===== config.mk =====
export PLATFORM = sky130hd
export DESIGN_NAME = axis_int4_interp
export DESIGN_NICKNAME = d
export VERILOG_FILES = /design/src/rtl/int4_interp_pkg.sv /design/src/rtl/int4_interp_fifo.sv /design/src/rtl/axis_int4_interp.sv
export SDC_FILE = /design/constraint.sdc
export NUM_CORES = 2
export LEC_CHECK = 0
export CAP_MARGIN = 10
export CORE_UTILIZATION = 30
export CTS_CLUSTER_SIZE = 12
export DETAILED_ROUTE_END_ITERATION = 10
export GPL_ROUTABILITY_DRIVEN = 0
export REMOVE_ABC_BUFFERS = 1
export SYNTH_ARGS = -nofsm -noshare
export SYNTH_HDL_FRONTEND = slang
export SYNTH_HIERARCHICAL = 1
export SYNTH_SLANG_ARGS = --single-unit

===== constraint.sdc =====
create_clock -name clk -period 15.35 [get_ports clk]
set_input_delay 3.8375 -clock clk [delete_from_list [all_inputs] [get_ports clk]]
set_output_delay 3.8375 -clock clk [all_outputs]
set_load 0.005 [all_outputs]

===== src/rtl/int4_interp_pkg.sv =====
// rtl/int4_interp_pkg.sv - shared constants, state enum and interpolation helper
package int4_interp_pkg;

  localparam int SAMP_W = 16;
  localparam int N_IN   = 4;
  localparam int N_OUT  = 16;
  localparam int ACC_W  = 19;

  typedef enum logic [1:0] {IDLE, PRIME, RUN} state_t;

  // ((4-k)*prev + k*cur) >>> 2 in ACC_W bits; built from shifts and adds
  function automatic logic [SAMP_W-1:0] interp_pt(input logic [SAMP_W-1:0] prev,
                                                  input logic [SAMP_W-1:0] cur,
                                                  input logic [1:0]        k);
    logic signed [ACC_W-1:0] p;
    logic signed [ACC_W-1:0] c;
    logic signed [ACC_W-1:0] acc;
    p = {{(ACC_W-SAMP_W){prev[SAMP_W-1]}}, prev};
    c = {{(ACC_W-SAMP_W){cur[SAMP_W-1]}}, cur};
    case (k)
      2'd0:    acc = p <<< 2;
      2'd1:    acc = (p <<< 1) + p + c;
      2'd2:    acc = (p + c) <<< 1;
      default: acc = p + (c <<< 1) + c;
    endcase
    acc = acc >>> 2;
    return acc[SAMP_W-1:0];
  endfunction

endpackage


===== src/rtl/int4_interp_fifo.sv =====
// rtl/int4_interp_fifo.sv - synchronous beat FIFO with extra pointer bit for full/empty
module int4_interp_fifo #(
  parameter int FIFO_DEPTH = 8,
  localparam int AW = $clog2(FIFO_DEPTH)
) (
  input  logic          clk,
  input  logic          rstn,
  input  logic          push,
  input  logic [127:0]  din,
  input  logic          pop,
  output logic [127:0]  dout,
  output logic [AW:0]   count,
  output logic          full,
  output logic          empty
);

  logic [AW:0]  wr_ptr;
  logic [AW:0]  rd_ptr;
  logic [127:0] mem [FIFO_DEPTH];
  logic         do_push;
  logic         do_pop;

  assign count   = wr_ptr - rd_ptr;
  assign full    = (count == (AW+1)'(FIFO_DEPTH));
  assign empty   = (count == '0);
  assign do_push = push && !full;
  assign do_pop  = pop && !empty;
  assign dout    = mem[rd_ptr[AW-1:0]];

  always_ff @(posedge clk or negedge rstn) begin
    if (!rstn) begin
      wr_ptr <= '0;
      rd_ptr <= '0;
    end else begin
      if (do_push) wr_ptr <= wr_ptr + 1'b1;
      if (do_pop)  rd_ptr <= rd_ptr + 1'b1;
    end
  end

  // storage needs no reset; pointers define what is valid
  always_ff @(posedge clk) begin
    if (do_push) mem[wr_ptr[AW-1:0]] <= din;
  end

endmodule


===== src/rtl/axis_int4_interp.sv =====
// rtl/axis_int4_interp.sv - interpolate-by-4 front end: FIFO, prime/run control, 2-stage interpolator
module axis_int4_interp
  import int4_interp_pkg::*;
#(
  parameter int FIFO_DEPTH = 8,
  parameter int PRIME_LVL  = 4
) (
  input  logic         clk,
  input  logic         rstn,
  input  logic [127:0] s_axis_tdata,
  input  logic         s_axis_tvalid,
  output logic         s_axis_tready,
  output logic [511:0] dout,
  output logic         dout_valid,
  input  logic         EN_REG,
  input  logic         UFLOW_CLR_REG,
  output logic         UFLOW_REG
);

  localparam int AW = $clog2(FIFO_DEPTH);

  state_t       state;
  state_t       state_nxt;
  logic         ready_en;
  logic         push;
  logic         pop_try;
  logic         pop_ok;
  logic         uflow_ev;
  logic         leave_run;
  logic [127:0] fifo_dout;
  logic [AW:0]  fifo_count;
  logic         fifo_full;
  logic         fifo_empty;
  logic [31:0]  hist;
  logic         s1_valid;
  logic [127:0] s1_beat;
  logic [31:0]  s1_hist;
  logic [511:0] interp;

  // ready_en keeps tready low while reset is asserted
  assign s_axis_tready = ready_en && !fifo_full;
  assign push          = s_axis_tvalid && s_axis_tready;

  int4_interp_fifo #(.FIFO_DEPTH(FIFO_DEPTH)) u_fifo (
    .clk   (clk),
    .rstn  (rstn),
    .push  (push),
    .din   (s_axis_tdata),
    .pop   (pop_ok),
    .dout  (fifo_dout),
    .count (fifo_count),
    .full  (fifo_full),
    .empty (fifo_empty)
  );

  always_ff @(posedge clk or negedge rstn) begin
    if (!rstn) state <= IDLE;
    else       state <= state_nxt;
  end

  always_comb begin
    state_nxt = state;
    pop_try   = 1'b0;
    case (state)
      IDLE:  if (EN_REG) state_nxt = PRIME;
      PRIME: begin
        if (!EN_REG) state_nxt = IDLE;
        else if (fifo_count >= (AW+1)'(PRIME_LVL)) state_nxt = RUN;
      end
      RUN: begin
        pop_try = 1'b1;
        if (!EN_REG) state_nxt = IDLE;
      end
      default: state_nxt = IDLE;
    endcase
  end

  assign pop_ok    = pop_try && !fifo_empty;
  assign uflow_ev  = pop_try && fifo_empty;
  assign leave_run = (state != IDLE) && (state_nxt == IDLE);

  always_ff @(posedge clk or negedge rstn) begin
    if (!rstn) begin
      ready_en   <= 1'b0;
      hist       <= '0;
      s1_valid   <= 1'b0;
      s1_beat    <= '0;
      s1_hist    <= '0;
      dout       <= '0;
      dout_valid <= 1'b0;
      UFLOW_REG  <= 1'b0;
    end else begin
      ready_en <= 1'b1;
      if (pop_ok) hist <= fifo_dout[127:96];
      if (uflow_ev || leave_run) hist <= '0;
      s1_valid <= pop_ok;
      if (pop_ok) begin
        s1_beat <= fifo_dout;
        s1_hist <= hist;
      end
      dout_valid <= s1_valid;
      dout       <= s1_valid ? interp : '0;
      if (uflow_ev)           UFLOW_REG <= 1'b1;
      else if (UFLOW_CLR_REG) UFLOW_REG <= 1'b0;
    end
  end

  // slot 4j+k blends x[j-1] and x[j]; x[-1] is the previous beat's last sample
  for (genvar s = 0; s < N_OUT; s++) begin : g_slot
    for (genvar c = 0; c < 2; c++) begin : g_comp
      localparam int J = s / N_IN;
      localparam int K = s % N_IN;
      logic [SAMP_W-1:0] prev_s;
      logic [SAMP_W-1:0] cur_s;
      if (J == 0) begin : g_hist
        assign prev_s = s1_hist[16*c +: 16];
      end else begin : g_beat
        assign prev_s = s1_beat[32*(J-1)+16*c +: 16];
      end
      assign cur_s = s1_beat[32*J+16*c +: 16];
      assign interp[32*s+16*c +: 16] = interp_pt(prev_s, cur_s, 2'(K));
    end
  end

endmodule


# ---- Word-level counts from Yosys, hierarchy flattened
# Memories as Yosys holds them, arrays and structs flattened.
# Cells that the tools add are included.
dict set report word_totals {
  reg_bits 718
  ram_bits 1024
  out_inout_bits 515
  n_memories 1
}
# name words width rd rd_clocked_by_memory_dff wr line_no
set mem_list {}
lappend mem_list {u_fifo.mem 8 128 1 0 1 int4_interp_fifo.sv:19} ;# logic [127:0] mem [FIFO_DEPTH];
dict set report op_classes {
  add_sub_neg 43
  order_cmp 1
  eq_ne 3
  muxes 13
  reduce_logical 16
}
# op n
set op_table {}
lappend op_table {{512-bit two-way mux} 1}
lappend op_table {{18-bit by 16-bit adder with 18-bit output} 16}
lappend op_table {{16-bit by 17-bit adder with 18-bit output} 8}
lappend op_table {{17-bit by 16-bit adder with 18-bit output} 8}
lappend op_table {{16-bit by 16-bit adder with 17-bit output} 8}
lappend op_table {{32-bit two-way mux} 2}
lappend op_table {{4-bit by 1-bit adder with 4-bit output, second input constant} 2}
lappend op_table {{2-bit two-way mux} 4}
lappend op_table {{1-bit logical AND} 7}
lappend op_table {{2-bit one-hot mux with 3 select lines} 1}
lappend op_table {{2-bit nonzero test} 3}
lappend op_table {{1-bit two-way mux} 5}
lappend op_table {{4-bit == test, second input constant} 1}
lappend op_table {{4-bit by 3-bit greater-or-equal comparator with 1-bit output, second input constant} 1}
lappend op_table {{2-bit zero test} 2}
lappend op_table {{4-bit zero test} 1}
lappend op_table {{4-bit subtractor} 1}
lappend op_table {{2-bit by 1-bit == test with 1-bit output, second input constant} 1}
lappend op_table {{2-bit == test, second input constant} 1}
lappend op_table {{1-bit zero test} 2}
lappend op_table {{1-bit logical OR} 1}

# ---- Longest topological paths before layout
dict set report depth {
  ltp_word 9
  depth_mapped 19
}

# ---- By module
# The synthesis kept the hierarchy.
# module instances cells_each area_each_um2 seq_area_each_um2
set by_module_without_submodules {}
lappend by_module_without_submodules {axis_int4_interp 1 4491 44823.0 17767.0}
lappend by_module_without_submodules {int4_interp_fifo 1 1815 38936.1 30949.7}

# ---- Least setup slack after synthesis
# Ideal clock, no wire load.
dict set report synth_timing {
  path_type {input to register}
  from {in s_axis_tvalid}
  to {mem u_fifo.mem[0][0], enable pin}
  setup_ns 0.772
  arrival_time_ns 12.811
  required_ns 14.578
  path_slack_ns 1.767
  cell_stages 3
  path_buffers 0
  cell_sequence {and2_1 > nand3_1 > nor3_1}
}
dict set report synth_via {
  elab_chain_cells 4
}
# item line_no
set synth_rtl {}
lappend synth_rtl {{from (decl)} axis_int4_interp.sv:11} ;# input logic s_axis_tvalid,
lappend synth_rtl {{1-bit logical AND} axis_int4_interp.sv:42} ;# assign push = s_axis_tvalid && s_axis_tready;
lappend synth_rtl {{1-bit logical AND} int4_interp_fifo.sv:26} ;# assign do_push = push && !full;
lappend synth_rtl {{1-bit two-way mux} int4_interp_fifo.sv:42} ;# if (do_push) mem[wr_ptr[AW-1:0]] <= din;
lappend synth_rtl {{1-bit two-way mux (implied by the code)} int4_interp_fifo.sv:42}
lappend synth_rtl {{to (decl)} int4_interp_fifo.sv:19}
# Every way passes these cells.

# ---- Worst setup path in the final report
dict set report layout_timing {
  from {reg u_fifo.rd_ptr[2]}
  to {out s_axis_tready}
}
dict set report layout_via {
  elab_chain_cells 4
}
# item line_no
set layout_rtl {}
lappend layout_rtl {{from (decl)} int4_interp_fifo.sv:18} ;# logic [AW:0] rd_ptr;
lappend layout_rtl {{from (signal assigned)} int4_interp_fifo.sv:36} ;# if (do_pop) rd_ptr <= rd_ptr + 1'b1;
lappend layout_rtl {{4-bit subtractor} int4_interp_fifo.sv:23} ;# assign count = wr_ptr - rd_ptr;
lappend layout_rtl {{4-bit == test} int4_interp_fifo.sv:24} ;# assign full = (count == (AW+1)'(FIFO_DEPTH));
lappend layout_rtl {{named net fifo_full} axis_int4_interp.sv:32} ;# logic fifo_full;
lappend layout_rtl {{1-bit zero test} axis_int4_interp.sv:41} ;# assign s_axis_tready = ready_en && !fifo_full;
lappend layout_rtl {{1-bit logical AND} axis_int4_interp.sv:41}
lappend layout_rtl {{to (decl)} axis_int4_interp.sv:12} ;# output logic s_axis_tready,
# The timed path passes the listed nets, and every way through them passes these cells.

==> out/qor.csv <==
metric,value,unit
fill count,26300,
clock root buffer,clkbuf_16,
residual DRC count,0,
vias in the first global route,55500,
status,completed,
Syn Area/Cell,13.3,µm²
final clock skew,57.6,ps
dpl hpwl,181000,µm
Yosys reg bits,1742,
Util after Layout,36.5,%
cts bufs inserted,191,
CTS H-tree lvls,4,
VDD IR-drop max,0.131,mV
Setup Viol. Count Final,0,
worst-path cell chain,"inv_6, ha_1, a21oi_1, a21oi_1, o21ai_2, inv_1, nor2b_1, clkdlybuf4s50_1",
fmax,0.124,GHz
register area,48700,µm²
crit path max fanout,76,
RSZ-0062 raised after global routing,false,
Slew Limit Headroom,27.4,%
drt first-iter violations,4376,
Num Clock Sinks,1742,
Synth cell types,94,
CTS hold repair buffers,0,
slowest CP cell,inv_6,
DR vias,54700,
CP Capture Type,output port,
critical path launch point type,register,
NumNets Final,7778,
max-slew violations,0,
Cell Rows,193,
flop-to-flop setup slack,9390,ps
post_cts resized,0,
Die Footprint,281000,µm²
PnR worst setup slack,7310,ps
port bufs,647,
Syn Inst Count,6306,
WL/cell,23.8,µm
Post-CTS Setup Inserts,0,
CP Capture Point,s_axis_tready,
Clk pwr share,18.4,%
CTS Buffer Depth,4,
cell area after synthesis,83800,µm²
IO Pins,648,
worst hold slack,466,ps
gr usage total,18.2,%
kind of critical path,reg -> out,
Critical Path Max Stage Delay,680,ps
worst-skew pair later-pin latency,870,ps
initial antenna violation count,121,
"most used cell, CP",a21oi_1,
core footprint,277000,µm²
sequential power share,29.2,%
FF-to-FF Start,u_fifo/rd_ptr[2],
Final Power,24.3,mW
Worst R2R End,u_fifo/mem[4][121],
share of layout cells above drive strength 1,9.50,%
vias per cell,5.01,
Slew @ Worst Pin,1090,ps
type of the worst min-delay path,reg -> reg,
first-pass GRT wire length,377000,µm
Max Cap Viol,0,
Crit. Startpoint,u_fifo/rd_ptr[2],
Die Span X,530,µm
Register-to-Register Path Depth,12,
critical path required time,11510,ps
area grow syn2layout,20.6,%
asr flop ratio synth,41.2,%
register area share after synthesis,58.2,%
Fin Setup TNS,0,ps
Final period util,52.4,%
Post-synth EDFFs,1024,
grt total ovfl,0,
Net Sw Frac,42.9,%
TritonRoute pass-1 iters,5,
"CTS clk-pin slew, worst paths",60,ps
Most used DFF post-synth,edfxtp_1,
Power Density,240,nW/µm²
Leak Pwr,40.5,nW
largest net degree at the start of global routing,148,
Pint,13.9,mW
initial core utilization,30.2,%
P_sw,10.4,mW
YS warnings,6,
Worst EP arrival,4210,ps
Final ANT Viol Nets,0,
dpl ws,7840,ps
CTS tree,built,
combinational cell fraction of total power,52.3,%
Multi-input gate area,33700,µm²
Die Height,530,µm
final hold vios,0,
final wirelength,260000,µm
minimum clock period,8040,ps
[cell type report]
class                           count  share of cell area [%]
Clock inverter                     62                   0.676
Tap cell                         3705                    4.59
Inverter                          153                   0.588
Timing Repair Buffer              729                    7.10
Multi-Input combinational cell   4198                    33.3
Antenna cell                       42                   0.104
Clock buffer                      284                    5.37
Sequential cell                  1742                    48.2
[logic make-up after synthesis]
logic type,count (synthesis),share of synthesized area (%)
compound gates,960,7.53
xor+xnor,223,2.33
fa+ha+maj,630,11.8
buf+inv,366,1.72
flops,1742,58.2
mux,293,7.33
other cells,1,0.00448
simple gates,2091,11.1
[power by group through the flow]
stage	clock network [mW]	registers (mW)	logic, mW
detailed placement	0	7.21	12.6
global route	4.77	7.22	14.1
global placement	0	7.20	12.4
floorplan	0	6.99	9.09
finish	4.48	7.10	12.7
CTS	4.60	7.13	12.7
[synth_stat cells, types with 21 or more instances]
cell type  number  share of area [%]
a211oi_1       28               0.25
a21o_1        126                1.1
a21oi_1       274                1.6
a31oi_1        43               0.32
and2_1        146                1.1
and3_1         32               0.24
buf_1          26               0.12
buf_2          32               0.19
clkbuf_1      149               0.67
dfrtp_1       718                 21
edfxtp_1     1024                 37
fa_1          265                6.3
ha_1          365                5.5
inv_1         152               0.68
mux2i_1        35               0.42
mux4_2        256                6.9
nand2_1      1059                4.7
nand2b_1       56               0.42
nand3_1        52               0.31
nand4_1        37               0.28
nor2_1        404                1.8
nor2b_1        59               0.44
nor3_1        129               0.77
nor3b_1        23               0.21
o211ai_1       27               0.24
o21a_1         53               0.48
o21ai_0       177                1.1
o21bai_1       38               0.34
or3_1          21               0.16
xnor2_1       110                1.2
xor2_1        113                1.2
[placed cells by master (no fill, tap or decap), types with 52 or more instances in the layout]
| cell type | n |
|---|---|
| nand2_1 | 1059 |
| a21o_1 | 126 |
| mux4_2 | 256 |
| edfxtp_1 | 1024 |
| o21a_1 | 53 |
| clkdlybuf4s50_1 | 646 |
| o21ai_0 | 177 |
| nor2_1 | 398 |
| dfrtp_1 | 714 |
| ha_1 | 365 |
| xor2_1 | 113 |
| buf_4 | 76 |
| nor2b_1 | 59 |
| xnor2_1 | 110 |
| nand2b_1 | 54 |
| nand3_1 | 52 |
| clkbuf_1 | 69 |
| nor3_1 | 127 |
| clkbuf_16 | 196 |
| and2_1 | 146 |
| a21oi_1 | 274 |
| inv_1 | 150 |
| fa_1 | 265 |
[registers in the layout (all words and copies together), names as in the netlist]
name / flops
UFLOW_REG: 1
dout: 512
dout_valid: 1
hist: 32
ready_en: 1
s1_beat: 128
s1_hist: 32
s1_valid: 1
state: 2
u_fifo/mem: 1024
u_fifo/rd_ptr: 4
u_fifo/wr_ptr: 4
[stage by stage]
stage	instance area, µm²	cells
global placement	94800	10500
global route	101000	10900
finish	101000	10900
detailed placement	94800	10500
CTS	101000	10900
floorplan	82900	6093
[per-layer routing]
layer  track usage (%)  vias up  routed length (µm)
met5                 0        -                 342
met4              7.33       54                9210
met3              3.04      474               15500
met2              29.3     1769              122000
met1              24.4    28100              112000
li1                  -    24400                   -
[worst max-delay path, delay by kind of cell, from the launching register on]
family,cells,cell delay [ps]
AND/OR/NAND/NOR,1,180
adder cells (fa/ha/maj),1,410
flip-flops,1,640
buffers and inverters,3,1420
AO/OA/AOI/OAI,3,640
[how the worst min path moves through the flow]
stage | from | to | slack [ps] | depth (start not counted)
floorplan | hist[0] | s1_hist[0] | 440 | 2
global placement | hist[0] | s1_hist[0] | 450 | 2
detailed placement | hist[0] | s1_hist[0] | 450 | 2
CTS | hist[0] | s1_hist[0] | 470 | 2
global route | hist[25] | s1_hist[25] | 490 | 2
finish | hist[0] | s1_hist[0] | 470 | 2
Note: power is estimated with default switching activity, not from simulation.
